<file path="config.mk">
export PLATFORM = sky130hd
export DESIGN_NAME = decode_issue_stage
export DESIGN_NICKNAME = d
export VERILOG_FILES = /design/src/rtl/decode_pkg.sv /design/src/rtl/issue_scoreboard.sv /design/src/rtl/decode_issue_stage.sv
export SDC_FILE = /design/constraint.sdc
export NUM_CORES = 1
export LEC_CHECK = 0
export BUFFER_PORTS_ARGS = -buffer_cell sky130_fd_sc_hd__buf_2
export CAP_MARGIN = 10
export CORE_AREA = 2 2 593 595
export CTS_BUF_LIST = sky130_fd_sc_hd__clkbuf_4 sky130_fd_sc_hd__clkbuf_8 sky130_fd_sc_hd__clkbuf_16
export CTS_CLUSTER_DIAMETER = 200
export DETAILED_ROUTE_END_ITERATION = 7
export DIE_AREA = 0 0 595 597
export PLACE_DENSITY = 0.3
export REMOVE_ABC_BUFFERS = 1
export SYNTH_ARGS = -nofsm -noshare
export SYNTH_HDL_FRONTEND = slang
export SYNTH_SLANG_ARGS = --single-unit
</file>
<file path="constraint.sdc">
create_clock -name clk -period 3.9 [get_ports clk]
set_input_delay 0.39 -clock clk [delete_from_list [all_inputs] [get_ports clk]]
set_output_delay 0.39 -clock clk [all_outputs]
set_load 0.02 [all_outputs]
</file>
<file path="src/rtl/decode_pkg.sv">
// Shared decode definitions for the decode/issue stage: field offsets, opcodes and
// per-opcode register-class rules.
package decode_pkg;

   localparam int XLEN_DEF = 32;
   localparam int VLEN_DEF = 256;

   localparam int OPC_LSB = 27;
   localparam int RD_LSB  = 22;
   localparam int RS1_LSB = 17;
   localparam int RS2_LSB = 12;
   localparam int ALU_LSB = 9;
   localparam int IMM_LSB = 1;

   typedef enum logic [4:0] {
      OP_NOP    = 5'd0,
      OP_ADD    = 5'd1,
      OP_ADDI   = 5'd2,
      OP_STORE  = 5'd3,
      OP_VALU   = 5'd4,
      OP_VSPLAT = 5'd5,
      OP_VRED   = 5'd6
   } opcode_e;

   function automatic logic writes_s(input logic [4:0] op);
      return op inside {OP_ADD, OP_ADDI, OP_VRED};
   endfunction

   function automatic logic writes_v(input logic [4:0] op);
      return op inside {OP_VALU, OP_VSPLAT};
   endfunction

   function automatic logic uses_rs1(input logic [4:0] op);
      return op inside {OP_ADD, OP_ADDI, OP_STORE, OP_VALU, OP_VSPLAT, OP_VRED};
   endfunction

   function automatic logic uses_rs2(input logic [4:0] op);
      return op inside {OP_ADD, OP_STORE, OP_VALU};
   endfunction

   // Both sources of an instruction live in the same class; VSPLAT reads a scalar.
   function automatic logic src_vec(input logic [4:0] op);
      return op inside {OP_VALU, OP_VRED};
   endfunction

   function automatic logic [31:0] reg_onehot(input logic en, input logic [4:0] idx);
      return en ? (32'd1 << idx) : 32'd0;
   endfunction

endpackage

</file>
<file path="src/rtl/issue_scoreboard.sv">
// One busy bit per register of a single class; set on issue, cleared by writeback or
// by a flushed in-flight writer. A set wins over a clear of the same register.
module issue_scoreboard
   import decode_pkg::*;
#(
   parameter int NREG            = 32,
   parameter bit ZERO_NEVER_BUSY = 1'b0
) (
   input  logic        clk,
   input  logic        rst,
   input  logic        set_en,
   input  logic [4:0]  set_addr,
   input  logic        clr_en,
   input  logic [4:0]  clr_addr,
   input  logic        flush_en,
   input  logic [4:0]  flush_addr,
   output logic [31:0] busy
);

   logic [NREG-1:0] busy_q, busy_d;
   logic [31:0]     set_vec, clr_vec;

   // NOTE: every always_comb output gets a default before any conditional update,
   // otherwise synthesis infers a latch.
   always_comb begin
      set_vec = reg_onehot(set_en, set_addr);
      if (ZERO_NEVER_BUSY) set_vec[0] = 1'b0;
      clr_vec = reg_onehot(clr_en, clr_addr) | reg_onehot(flush_en, flush_addr);
      busy_d  = (busy_q & ~clr_vec[NREG-1:0]) | set_vec[NREG-1:0];
      busy    = '0;
      busy[NREG-1:0] = busy_q;
   end

   // NOTE: sequential state uses non-blocking assignments so all flops update together.
   always_ff @(posedge clk or negedge rst) begin
      if (!rst) busy_q <= '0;
      else      busy_q <= busy_d;
   end

endmodule

</file>
<file path="src/rtl/decode_issue_stage.sv">
// Decode/issue stage: decodes, checks scalar/vector hazards and registers one entry for EX.
// Optional feature: define DECODE_WB_BYPASS_EN to forward same-cycle writeback data.
module decode_issue_stage
   import decode_pkg::*;
#(
   parameter int XLEN  = XLEN_DEF,
   parameter int VLEN  = VLEN_DEF,
   parameter int NSREG = 32,
   parameter int NVREG = 32
) (
   input  logic            clk,
   input  logic            rst,
   input  logic            in_valid,
   output logic            in_ready,
   input  logic [31:0]     in_instr,
   output logic [4:0]      rf_sra1,
   output logic [4:0]      rf_sra2,
   input  logic [XLEN-1:0] rf_srd1,
   input  logic [XLEN-1:0] rf_srd2,
   output logic [4:0]      rf_vra1,
   output logic [4:0]      rf_vra2,
   input  logic [VLEN-1:0] rf_vrd1,
   input  logic [VLEN-1:0] rf_vrd2,
   input  logic            wb_swe,
   input  logic            wb_vwe,
   input  logic [4:0]      wb_rd,
   input  logic [VLEN-1:0] wb_data,
   input  logic            flush,
   output logic            ex_valid,
   input  logic            ex_ready,
   output logic [4:0]      ex_opcode,
   output logic [2:0]      ex_aluop,
   output logic [4:0]      ex_rd,
   output logic            ex_wr_s,
   output logic            ex_wr_v,
   output logic [XLEN-1:0] ex_rs1,
   output logic [XLEN-1:0] ex_rs2,
   output logic [VLEN-1:0] ex_vrs1,
   output logic [VLEN-1:0] ex_vrs2,
   output logic [XLEN-1:0] ex_imm,
   output logic [15:0]     stall_cnt
);

   logic [4:0]      opcode, rd, rs1, rs2;
   logic [2:0]      aluop;
   logic [XLEN-1:0] imm_ext;
   logic [31:0]     s_busy, v_busy, s_haz_busy, v_haz_busy;
   logic            byp_s1, byp_s2, byp_v1, byp_v2;
   logic            rs1_busy, rs2_busy, rd_busy, hazard, accept;
   logic            unused_instr_bit;

   assign opcode  = in_instr[OPC_LSB +: 5];
   assign rd      = in_instr[RD_LSB  +: 5];
   assign rs1     = in_instr[RS1_LSB +: 5];
   assign rs2     = in_instr[RS2_LSB +: 5];
   assign aluop   = in_instr[ALU_LSB +: 3];
   assign imm_ext = XLEN'($signed(in_instr[IMM_LSB +: 16]));
   assign unused_instr_bit = in_instr[0];

   assign rf_sra1 = rs1;
   assign rf_sra2 = rs2;
   assign rf_vra1 = rs1;
   assign rf_vra2 = rs2;

`ifdef DECODE_WB_BYPASS_EN
   // A register retiring this cycle is treated as free and its value taken from wb_data.
   assign s_haz_busy = s_busy & ~reg_onehot(wb_swe, wb_rd);
   assign v_haz_busy = v_busy & ~reg_onehot(wb_vwe, wb_rd);
   assign byp_s1 = wb_swe && (wb_rd == rs1) && (rs1 != 5'd0);
   assign byp_s2 = wb_swe && (wb_rd == rs2) && (rs2 != 5'd0);
   assign byp_v1 = wb_vwe && (wb_rd == rs1);
   assign byp_v2 = wb_vwe && (wb_rd == rs2);
`else
   assign s_haz_busy = s_busy;
   assign v_haz_busy = v_busy;
   assign byp_s1 = 1'b0;
   assign byp_s2 = 1'b0;
   assign byp_v1 = 1'b0;
   assign byp_v2 = 1'b0;
`endif

   assign rs1_busy = src_vec(opcode) ? v_haz_busy[rs1] : s_haz_busy[rs1];
   assign rs2_busy = src_vec(opcode) ? v_haz_busy[rs2] : s_haz_busy[rs2];
   assign rd_busy  = (writes_s(opcode) && s_haz_busy[rd]) || (writes_v(opcode) && v_haz_busy[rd]);
   assign hazard   = (uses_rs1(opcode) && rs1_busy) || (uses_rs2(opcode) && rs2_busy) || rd_busy;

   // Gating with rst keeps the stage closed while reset is held.
   assign in_ready = rst && (!ex_valid || ex_ready) && !hazard && !flush;
   assign accept   = in_valid && in_ready;

   issue_scoreboard #(.NREG(NSREG), .ZERO_NEVER_BUSY(1'b1)) u_sb_scalar (
      .clk        (clk),
      .rst        (rst),
      .set_en     (accept && writes_s(opcode)),
      .set_addr   (rd),
      .clr_en     (wb_swe),
      .clr_addr   (wb_rd),
      .flush_en   (flush && ex_valid && ex_wr_s),
      .flush_addr (ex_rd),
      .busy       (s_busy)
   );

   issue_scoreboard #(.NREG(NVREG), .ZERO_NEVER_BUSY(1'b0)) u_sb_vector (
      .clk        (clk),
      .rst        (rst),
      .set_en     (accept && writes_v(opcode)),
      .set_addr   (rd),
      .clr_en     (wb_vwe),
      .clr_addr   (wb_rd),
      .flush_en   (flush && ex_valid && ex_wr_v),
      .flush_addr (ex_rd),
      .busy       (v_busy)
   );

   always_ff @(posedge clk or negedge rst) begin
      if (!rst) begin
         ex_valid  <= 1'b0;
         ex_opcode <= '0;
         ex_aluop  <= '0;
         ex_rd     <= '0;
         ex_wr_s   <= 1'b0;
         ex_wr_v   <= 1'b0;
         ex_rs1    <= '0;
         ex_rs2    <= '0;
         ex_vrs1   <= '0;
         ex_vrs2   <= '0;
         ex_imm    <= '0;
      end else if (flush) begin
         ex_valid <= 1'b0;
      end else if (accept) begin
         ex_valid  <= 1'b1;
         ex_opcode <= opcode;
         ex_aluop  <= aluop;
         ex_rd     <= rd;
         ex_wr_s   <= writes_s(opcode);
         ex_wr_v   <= writes_v(opcode);
         ex_rs1    <= byp_s1 ? wb_data[XLEN-1:0] : rf_srd1;
         ex_rs2    <= byp_s2 ? wb_data[XLEN-1:0] : rf_srd2;
         ex_vrs1   <= byp_v1 ? wb_data : rf_vrd1;
         ex_vrs2   <= byp_v2 ? wb_data : rf_vrd2;
         ex_imm    <= imm_ext;
      end else if (ex_ready) begin
         ex_valid <= 1'b0;
      end
   end

   always_ff @(posedge clk or negedge rst) begin
      if (!rst)
         stall_cnt <= '0;
      else if (in_valid && !in_ready && !flush && stall_cnt != 16'hFFFF)
         stall_cnt <= stall_cnt + 16'd1;
   end

endmodule

</file>
======== Word-level counts from Yosys, hierarchy flattened ========
Index checks and enable logic that the tools add are counted.
word-level totals
  register bits after elaboration ......... 688
  latch bits .............................. 0
  bits in writable memories ............... 0
  ROM bits ................................ 0
  output and inout port bits .............. 661
  word-level logic and storage cells ...... 91
  memories kept ........................... 0
cells by class
  $add $sub $neg .......................... 1
  multipliers ............................. 0
  divide/modulo/power cells ............... 0
  magnitude comparators ................... 3
  equal/unequal tests ..................... 7
  shift-type cells ........................ 3
  muxes and demuxes ....................... 23
  bitwise logic cells ..................... 9
  reduce and logical (&&, ||, !) cells .... 31
operators by type and width
  kind                                                         count
  2-to-1 mux 32 bit                                            6
  OR 32 bit                                                    4
  << shifter 1 x 5 -> 32 bit (first input constant)            3
  bitwise AND 32 bit                                           2
  NOT 32 bit                                                   2
  binary-select mux 1 bit (select 5 bit)                       6
  less-than comparator 5 x 6 -> 1 bit (second input constant)  3
  adder 16 x 1 -> 16 bit (second input constant)               1
  logical AND 1 bit                                            16
  inequality test 16 bit (second input constant)               1
  == test 5 x 3 -> 1 bit (second input constant)               3
  2-to-1 mux 1 bit                                             11
  == test 5 x 2 -> 1 bit (second input constant)               2
  nonzero test 3 bit                                           3
  nonzero test 6 bit                                           1
  == test 5 x 1 -> 1 bit (second input constant)               1
  logical NOT 1 bit                                            4
  logical OR 1 bit                                             4
  nonzero test 2 bit                                           2
  AND reduction 2 bit                                          1
  NOT 1 bit                                                    1

======== Logic depth before layout (Yosys ltp) ========
  word-level depth ........................ 13
  depth in mapped cells ................... 13
  gate-level depth less buffers ........... 8

======== Cells and area by module ========
A second synthesis with hierarchy kept.
second synthesis, totals
  cell total of the unflattened synthesis .. 1846
  area, all modules ....................... 28887.7 µm²
by module, submodules not included
  module                          times used  cells each  area an instance (µm²)
  decode_issue_stage              1           1545        25510.7
  issue_scoreboard (u_sb_scalar)  1           151         1695.4
  issue_scoreboard (u_sb_vector)  1           150         1681.6

======== Worst setup path after synthesis ========
OpenSTA, ideal clock, no wires.
  kind .................................... input port to flip-flop
  from .................................... in in_instr[18]
  to ...................................... reg ex_rs2[0]
  setup time .............................. 125 ps
  data arrival time ....................... 3013 ps
  data required time ...................... 3775 ps
  slack ................................... 762 ps
  stages on the path ...................... 11
  path buffers ............................ 5
  cell sequence ........................... buf_2 -> buf_4 -> mux4_2 -> mux2_2 -> o21ai_0 -> o21ai_1 -> nor4_4 -> buf_4 -> buf_4 -> buf_6 -> mux2_2
on the way
  cells in the longest elaborated chain, start to end .. 11
ends and longest elaborated chain
  item                                    line                       text
  start, declared                         decode_issue_stage.sv:15   input logic [31:0] in_instr,
  binary-select mux 1 bit (select 5 bit)  decode_issue_stage.sv:82   assign rs1_busy = src_vec(opcode) ? v_haz_busy[rs1] : s_haz_busy[rs1];
  2-to-1 mux 1 bit (implied by the code)  decode_issue_stage.sv:82
  2-to-1 mux 1 bit *                      decode_issue_stage.sv:82
  logical AND 1 bit *                     decode_issue_stage.sv:85   assign hazard = (uses_rs1(opcode) && rs1_busy) || (uses_rs2(opcode) && rs2_busy) || rd_busy;
  logical OR 1 bit * (2 in a row)         decode_issue_stage.sv:85
  logical NOT 1 bit *                     decode_issue_stage.sv:88   assign in_ready = rst && (!ex_valid || ex_ready) && !hazard && !flush;
  logical AND 1 bit * (2 in a row)        decode_issue_stage.sv:88
  logical AND 1 bit *                     decode_issue_stage.sv:89   assign accept = in_valid && in_ready;
  AND reduction 2 bit (no source line) *  n/a
  end signal, assigned                    decode_issue_stage.sv:138  ex_rs2 <= byp_s2 ? wb_data[XLEN-1:0] : rf_srd2;
  end, declared                           decode_issue_stage.sv:37   output logic [XLEN-1:0] ex_rs2,
Every way passes the cells marked *; elsewhere a longest branch is shown, timed or not. The select of a mux whose other input is x is not followed.
A chain may end at the register's enable or synchronous reset.

======== Worst setup path after layout ========
  from .................................... reg u_sb_vector.busy_q[23], in the netlist u_sb_vector.busy[23]
  to ...................................... out in_ready
on the way
  cells in the longest elaborated chain, start to end .. 9
ends and longest elaborated chain
  item                                                              line                                                text
  start, declared                                                   issue_scoreboard.sv:20                              logic [NREG-1:0] busy_q, busy_d;
  start signal, assigned                                            issue_scoreboard.sv:37                              else busy_q <= busy_d;
  binary-select mux 1 bit (select 5 bit), on equally long branches  decode_issue_stage.sv:82, decode_issue_stage.sv:83
  2-to-1 mux 1 bit, on equally long branches (2 in a row)           decode_issue_stage.sv:82, decode_issue_stage.sv:83
  logical AND 1 bit                                                 decode_issue_stage.sv:85
  logical OR 1 bit                                                  decode_issue_stage.sv:85
  logical OR 1 bit *                                                decode_issue_stage.sv:85
  logical NOT 1 bit *                                               decode_issue_stage.sv:88
  logical AND 1 bit * (2 in a row)                                  decode_issue_stage.sv:88
  end, declared                                                     decode_issue_stage.sv:14                            output logic in_ready,
Marks and branches as above.

==> results_dict.tcl <==
set metrics [dict create \
    core_area_um2 349000 \
    antenna_found_initial 82 \
    worst_ep_arrival_time_ns 3.32 \
    die_height_um 597 \
    clkSlewWorstSetupHoldPaths_ns 0.07 \
    grt-ovfl-total 0 \
    clock_path_buffers 4 \
    place.gp.congestion 0.859 \
    worstMarginPinSlew_ns 1.11 \
    critical_path_buf_inv_count 3 \
    h-tree-depth 3 \
    cp_slowest_stage_delay_ns 0.55 \
    io_buffers 1279 \
    grtUsageTotal 0.0979 \
    rows 217 \
    dp_hpwl_mm 148 \
    finClkSkew_ns 0.0563 \
    die_x_um 595 \
    power_density_nw_per_um2 539 \
    ioPinCount 1537 \
    synth.avg_cell_area_um2 15.3 \
    cts_tree "yes" \
    power.leakage_uw 0.0214 \
    ant_nets 0 \
    ys_types 44 \
    drt_first_pass_iters 5 \
    crit_path_end_kind "primary output" \
    synthArstFlopShare 1.00 \
    internal_power_uw 17400 \
    crit_family "multiplexers" \
    synth_most_common_cell "dfrtp_1" \
    wl_per_cell_um 21.2 \
    pwr-share-seq 0.353 \
    crit_cells 8 \
    ys_seq_elements 685 \
    p_switching_uw 9590 \
    instances_no_fill 8479 \
    fin_nets 4654 \
    relSlewSlack 0.261 \
    post-place-cells 7674 \
    cts_root_buf "clkbuf_16" \
    setup_tns_ns 0 \
    cp-start-kind "flop" \
    drtIter0Drc 1117 \
    synthCells 1850 \
    via_count 24400 \
    clkPwrFrac 0.356 \
    dieArea_um2 355000 \
    synth_area_leader_cell "dfrtp_1" \
    hold_depth 2 \
    synthFlopType "dfrtp_1" \
    ff2ff_path_depth 10 \
    syn_area_um2 28200 \
    fmax_mhz 269 \
    numCtsBuffers 100 \
    cp_slowest_cell "mux4_2" \
    status "complete, no violations" \
    yosys_warnings 0 \
    netlist.area_leader.share 0.607 \
    viasPerCell 2.87 \
    crit_type "flop to primary output" \
    r2r_setup_slack_ns 0.39 \
    drc 0 \
    drv_slew 0 \
    period_needed_ns 3.71 \
    path_cells "mux4_2 > mux4_2 > nor2_1 > o21ai_1 > buf_4 > nor3_4 > buf_12 > buf_2" \
    wl_mm 180 \
    path_max_fanout 4 \
    pwr-share-comb 0.291 \
    synth_edf_count 0 \
    hold_viol_final 0 \
    maxCapViolations 0 \
    yosysSeqAreaShare 0.607 \
    final_layout_size_suffix_gt1_frac 0.568 \
    grt_pass1_vias 26200 \
    syn_to_final_growth_pct 77.6 \
    ir_drop_mv 0.310 \
    cts.sinks 685 \
    clock_latency_ns 0.81 \
    setup_viol 0 \
    yosys-top-cells-count "685 x dfrtp_1, 585 x mux2_2, 66 x buf_4, 65 x o21ai_0, 61 x o221ai_1" \
    swShare 0.355 \
    grt_pass1_wl_mm 238 \
    post-route-period-util 0.952 \
    cp_common_cell "mux4_2" \
    crit_required_ns 3.51 \
    synthTopCellsByArea "dfrtp_1 61%, mux2_2 23%, mux4_2 3.7%, o221ai_1 1.9%, buf_4 1.8%" \
    grt_max_degree 131 \
    min_path_type "input port to flop" \
    start_util 0.0809 \
    grt_setup_unrepaired "false" \
]
layer usage:
metal | vias up | track usage | share of wire
met4 | 18 | 0.0250 | 0.029
met5 | - | 0 | 0.00070
met3 | 248 | 0.0370 | 0.094
met2 | 1196 | 0.170 | 0.49
li1 | 10700 | - | -
met1 | 12200 | 0.112 | 0.39
kinds of logic after synthesis:
family / Yosys count / share of synthesized area
compound gates: 148 / 0.0363
xor+xnor: 13 / 0.00403
fa+ha+maj: 1 / 0.000443
buf+inv: 146 / 0.0318
flops: 685 / 0.607
mux: 672 / 0.286
simple gates: 185 / 0.0342
sequential cells by signal (all words and copies together) (netlist names):
name,count
ex_imm,14
ex_vrs1,256
ex_opcode,5
ex_wr_s,1
ex_rs2,32
u_sb_scalar.busy,32
ex_valid,1
ex_aluop,2
stall_cnt,16
ex_rd,5
ex_wr_v,1
ex_vrs2,256
u_sb_vector.busy,32
ex_rs1,32
metrics by stage:
| stage | util | area, um^2 | hold WS, ns | power, uW | worst slack, ns |
|---|---|---|---|---|---|
| final | 0.144 | 50100 | 0.0264 | 27000 | 0.186 |
| after global placement | 0.116 | 40600 | 0.270 | 17200 | 0.00362 |
| after floorplan | - | 27300 | 0.0944 | 13200 | -20.76 |
| after global routing | 0.144 | 50100 | 0.0426 | 28500 | 0.0270 |
| after CTS | 0.144 | 50100 | 0.0112 | 27800 | 0.0154 |
| after detailed placement | 0.116 | 40600 | 0.263 | 17200 | 0.000958 |
final timing paths:
kind,start,endpoint
worst max-delay path,u_sb_vector.busy[23]$_DFF_PN0_,in_ready
worst min-delay path,rf_vrd2[107],ex_vrs2[107]$_DFFE_PN0P_
worst max register to register,u_sb_vector.busy[23]$_DFF_PN0_,ex_valid$_DFFE_PN0P_
worst min register to register,ex_vrs1[50]$_DFFE_PN0P_,ex_vrs1[50]$_DFFE_PN0P_
max in group asynchronous,rst,ex_imm[5]$_DFFE_PN0P_
min in group asynchronous,rst,ex_vrs2[189]$_DFFE_PN0P_
power by group through the flow:
stage	sequential [uW]	combinational (uW)	clock, uW
finish	9530	7860	9630
global route	9740	8390	10400
CTS	9550	8150	10100
detailed placement	9640	7560	0
global placement	9600	7600	0
floorplan	11400	1800	0
layout make-up:
class | count | area [um^2]
fillers | 39200 | 298000
flip-flops and latches | 685 | 17100
repair buffers | 1968 | 13500
multi-input cells | 1019 | 10200
well taps | 4599 | 5750
clock buffers | 145 | 3000
clock inverters | 29 | 433
diodes | 31 | 77.6
inverters | 3 | 11.3
worst reg2reg max path, delay by kind of cell (launching register included):
family | cells | cell delay (ns)
DFF | 1 | 0.42
and+or+nand+nor | 2 | 0.49
buffers and inverters | 4 | 1.16
AOI/OAI and AO/OA | 2 | 0.27
muxes | 2 | 1.08
layout by cell type (no fill, tap or decap), types with 3 or more instances in the layout:
master and n:
mux2_2 585, mux4_2 46, or3_1 3, o21ai_0 65
buf_4 55, xor2_1 13, nand3b_1 10, clkbuf_16 100
dfrtp_1 685, clkinvlp_4 3, nand3_1 35, nand2b_1 12
nand4_1 10, bufinv_16 8, clkbuf_8 26, mux2i_1 18
buf_12 35, nor4b_1 3, o221ai_1 61, a22oi_1 6
nor2b_1 16, buf_2 1278, nor3_1 8, diode_2 31
inv_1 3, nor4_1 3, or2_2 7, nand2_1 48
clkbuf_4 19, clkinv_4 5, clkinv_2 7, mux2_1 23
nor2_1 23, a2111oi_0 3, dlygate4sd3_1 599
repair_timing:
action / in CTS / in global routing
endpoints found under the hold margin: 805 / 0
buffers inserted: 1 / 0
hold buffers: 599 / 0
resized for setup: 1 / 0
setup endpoints to repair: 1 / 0
No activity file was read; power rests on OpenSTA's default activity.
